<file path="src/rtl/serial_loader4.sv">
// Serial-to-parallel front end for the 4-bit load register: receives start, 4 data bits
// (LSB first) and an even-parity bit, then presents the nibble with a one-cycle load strobe.
module serial_loader4 (
  input  logic       clk,
  input  logic       reset,
  input  logic       sin,
  input  logic       sin_valid,
  output logic [3:0] word,
  output logic       load,
  output logic       busy,
  output logic       perr
);

  typedef enum logic [1:0] {
    IDLE   = 2'd0,
    DATA   = 2'd1,
    PARITY = 2'd2,
    LOAD   = 2'd3
  } state_t;

  state_t     state, state_n;
  logic [3:0] shreg, shreg_n;
  logic [1:0] cnt, cnt_n;
  logic [3:0] word_n;
  logic       load_n, perr_n, busy_n;

  // NOTE: every signal written here gets a default first, so no path leaves it unassigned
  // and no latch is inferred; blocking assignments are correct in combinational logic.
  always_comb begin
    state_n = state;
    shreg_n = shreg;
    cnt_n   = cnt;
    word_n  = word;
    load_n  = 1'b0;
    perr_n  = 1'b0;

    unique case (state)
      IDLE: begin
        if (sin_valid && sin) begin
          shreg_n = 4'b0000;
          cnt_n   = 2'd0;
          state_n = DATA;
        end
      end
      DATA: begin
        if (sin_valid) begin
          shreg_n[cnt] = sin;
          cnt_n        = cnt + 2'd1;
          if (cnt == 2'd3) state_n = PARITY;
        end
      end
      PARITY: begin
        if (sin_valid) begin
          if (sin == ^shreg) begin
            word_n  = shreg;
            state_n = LOAD;
          end else begin
            perr_n  = 1'b1;
            state_n = IDLE;
          end
        end
      end
      LOAD: begin
        // Strobe lands one cycle after word settles, matching the register's capture lag.
        load_n  = 1'b1;
        state_n = IDLE;
      end
      default: state_n = IDLE;
    endcase

    busy_n = (state_n != IDLE);
  end

  // NOTE: sequential state uses non-blocking assignments so all registers update together.
  always_ff @(posedge clk or posedge reset) begin
    if (reset) begin
      state <= IDLE;
      shreg <= 4'b0000;
      cnt   <= 2'd0;
      word  <= 4'b0000;
      load  <= 1'b0;
      perr  <= 1'b0;
      busy  <= 1'b0;
    end else begin
      state <= state_n;
      shreg <= shreg_n;
      cnt   <= cnt_n;
      word  <= word_n;
      load  <= load_n;
      perr  <= perr_n;
      busy  <= busy_n;
    end
  end

endmodule
</file>
<file path="config.mk">
export PLATFORM = sky130hd
export DESIGN_NAME = serial_loader4
export DESIGN_NICKNAME = d
export VERILOG_FILES = /design/src/rtl/serial_loader4.sv
export SDC_FILE = /design/constraint.sdc
export NUM_CORES = 1
export LEC_CHECK = 0
export BUFFER_PORTS_ARGS = -buffer_cell sky130_fd_sc_hd__buf_2
export CORE_MARGIN = 1
export CORE_UTILIZATION = 40
export CTS_CLUSTER_DIAMETER = 120
export DETAILED_ROUTE_END_ITERATION = 8
export SLEW_MARGIN = 10
export SYNTH_ARGS = -nofsm -noshare
export SYNTH_HDL_FRONTEND = slang
export SYNTH_SLANG_ARGS = --single-unit
export TNS_END_PERCENT = 20
</file>
<file path="constraint.sdc">
create_clock -name clk -period 4.7 [get_ports clk]
set_clock_uncertainty 0.1 [all_clocks]
set_input_delay 1.175 -clock clk [delete_from_list [all_inputs] [get_ports clk]]
set_output_delay 1.175 -clock clk [all_outputs]
set_load 0.01 [all_outputs]
</file>
==> metrics.yaml <==
status: "complete, no violations"
cp.required_ps: 4770
slew_headroom_pct: 61.6
ys_warn_count: 0
grt_start_max_net_pins: 16
setup_viol: 0
core.rowCount: 15
crit_chain: "buf_2, xnor3_2, xor3_2, nand2_2, mux2_1"
vias: 520
worst_pin_slew_ps: 575
r2r_cells: 4
synth_cells: 67
cts_buffers: 3
cp_slowest_cell: "mux2_1"
grt_usage_pct: 16.4
dp_slack_ps: 2190
wl_per_cell_um: 12.7
diodes: 0
grt_pass1_vias: 511
p_leak_nw: 0.429
drive_gt1_share_pct: 26.6
h-tree-depth: 1
final_net_count: 88
hold_slack_ps: 392
hp-start: "word[0]"
areaGrowthSynthToFinish_pct: 13.3
fmax_ghz: 0.453
clock-sinks: 15
drc_errors: 0
cts-root-buf: "clkbuf_4"
fin_area_um2: 865
hold_viol: 0
synth_cell_types: 22
post_cts_buffers: 0
dieArea_um2: 2090
port_buffers: 10
powerDensity_nw_per_um2: 627
drt-met1-wl_um: 634
post-place-cells: 100
ir_drop_mv: 0.255
ios: 11
rsz0062_at_grt: "no"
dp_hpwl_um: 991
dr_wl_met3_um: 54
cp_num_buf_inv: 1
initial_utilization_pct: 43.3
timing.final.crit_share_pct: 46.9
cp-start-kind: "input port"
postRouteWirelength_mm: 1.33
top_layer: "met4"
drtPass1Iterations: 4
r2r-end: "word[1]"
antenna_found_initial: 0
netlist_area_um2: 763
p_int_mw: 0.344
dr_wl_met2_um: 611
via_per_inst: 5.00
pwr-share-clk_pct: 13.5
ys_seq_area_share_pct: 49.2
clockBufferDepth: 2
ctsResizeCount: 0
path_max_fanout: 4
crit_family: "XOR/XNOR gates"
gp_congestion: 0.751
nFillCells: 184
cts.clk_slew.worst_paths_ps: 90
cts_tree: "done"
final_util_pct: 49.0
cpPeakStageDelay_ps: 310
place_area_um2: 837
die_x_um: 45.7
cts_hold_buf: 0
setup_slack_ps: 2490
die_y_um: 45.7
hold_class: "reg2reg"
r2r_slack_ps: 2900
total_power_mw: 0.543
hold-path-endpoint: "word[0]"
r2r_start: "shreg[0]"
ys_ff_latch: 15
seq_power_share_pct: 42.7
overflow: 0
crit_path_end_kind: "register"
min_period_ps: 2210
p_sw_mw: 0.198
crit_arrival_ps: 2280
grt_first_pass_wirelength_mm: 2.30
core-area_um2: 1760
tns_ps: 0
detail-route-antenna-nets: 0
clock_latency_ps: 280
drt_iter0_markers: 1
critical_path_class: "in2reg"
cap_violations: 0
instances_no_fill: 104
combPwrFrac_pct: 43.8
swShare_pct: 36.5
syn-num-nets: 75
holdPathStages: 1
synth_area_per_cell_um2: 11.4
finalMaxSlewViolations: 0
-- state kept, by name (all words and copies together) (netlist names) --
signal and cells:
busy 1, cnt 2, load 1, perr 1, shreg 4, state 2
word 4
-- logic make-up (layout without fill, tap and decap cells) --
family	count (synthesis)	after routing	share of synthesized area, %
flip-flops	15	15	49.2
multiplexers	6	6	8.85
AO/OA/AOI/OAI	17	17	14.4
buffers and inverters	7	19	3.44
adder cells (fa/ha/maj)	4	4	6.56
XOR/XNOR	4	4	8.69
AND/OR/NAND/NOR	14	14	8.85
-- power by group through the flow --
stage	logic [mW]	registers, mW	clock network [mW]
2_1_floorplan	0.204	0.215	0
6_report	0.237	0.232	0.0733
3_3_place_gp	0.237	0.234	0
4_1_cts	0.240	0.232	0.0782
3_5_place_dp	0.239	0.234	0
5_1_grt	0.267	0.242	0.0824
-- per-layer routing --
layer | vias up | global-route usage (%)
li1 | 258 | -
met1 | 246 | 20.9
met2 | 12 | 25.7
met3 | 4 | 3.57
met4 | 0 | 9.09
met5 | - | 0
-- layout make-up --
cell class / count / area (µm²) / area share [%]
Multi-Input combinational cell: 45 / 362 / 41.8
Tap cell: 25 / 31.3 / 3.62
Inverter: 5 / 18.8 / 2.17
Clock buffer: 3 / 22.5 / 2.60
Sequential cell: 15 / 375 / 43.4
Clock inverter: 1 / 5.00 / 0.579
Timing Repair Buffer: 10 / 50.0 / 5.79
-- cells in the final DEF (no fill, tap or decap), drive strengths merged --
cell type,synthesis,final
xnor3,1,1
dfrtp,15,15
mux2,6,6
clkinv,0,1
inv,5,5
a32o,1,1
a21oi,5,5
buf,0,10
clkbuf,2,3
a311o,1,1
a22o,4,4
and2,2,2
nor2,1,1
xor3,1,1
nor3,1,1
ha,4,4
xor2,2,2
o21ai,6,6
nand2,7,7
nor2b,2,2
nand3,1,1
-- worst register-to-register path: stages, from the launching register on --
cell and delay (ps):
dfrtp_1 420, xnor3_2 450, xor3_2 300, nand2_2 110, mux2_1 310
-- Yosys cell counts, drive strengths merged --
library cell  instances  share of area, %
xor3                  1               3.3
nor2b                 2               1.6
o21ai                 6               3.9
a32o                  1               1.3
clkbuf                2              0.98
and2                  2               1.6
mux2                  6               8.9
inv                   5               2.5
nand2                 7               3.8
xor2                  2               2.3
xnor3                 1               3.1
a311o                 1               1.3
nand3                 1              0.66
dfrtp                15                49
ha                    4               6.6
nor3                  1              0.66
a22o                  4               4.6
nor2                  1              0.49
a21oi                 5               3.3
-- worst max path at each step --
stage                     from  slack, ps       to  cells past startpoint
after floorplan            sin       2370  word[0]                      4
after global placement     sin       2220  word[0]                      5
after detailed placement   sin       2190  word[1]                      5
after CTS                  sin       2510  word[0]                      5
after global routing       sin       2450  word[0]                      5
final                      sin       2490  word[1]                      5
Power figures use the tool's default switching activity.
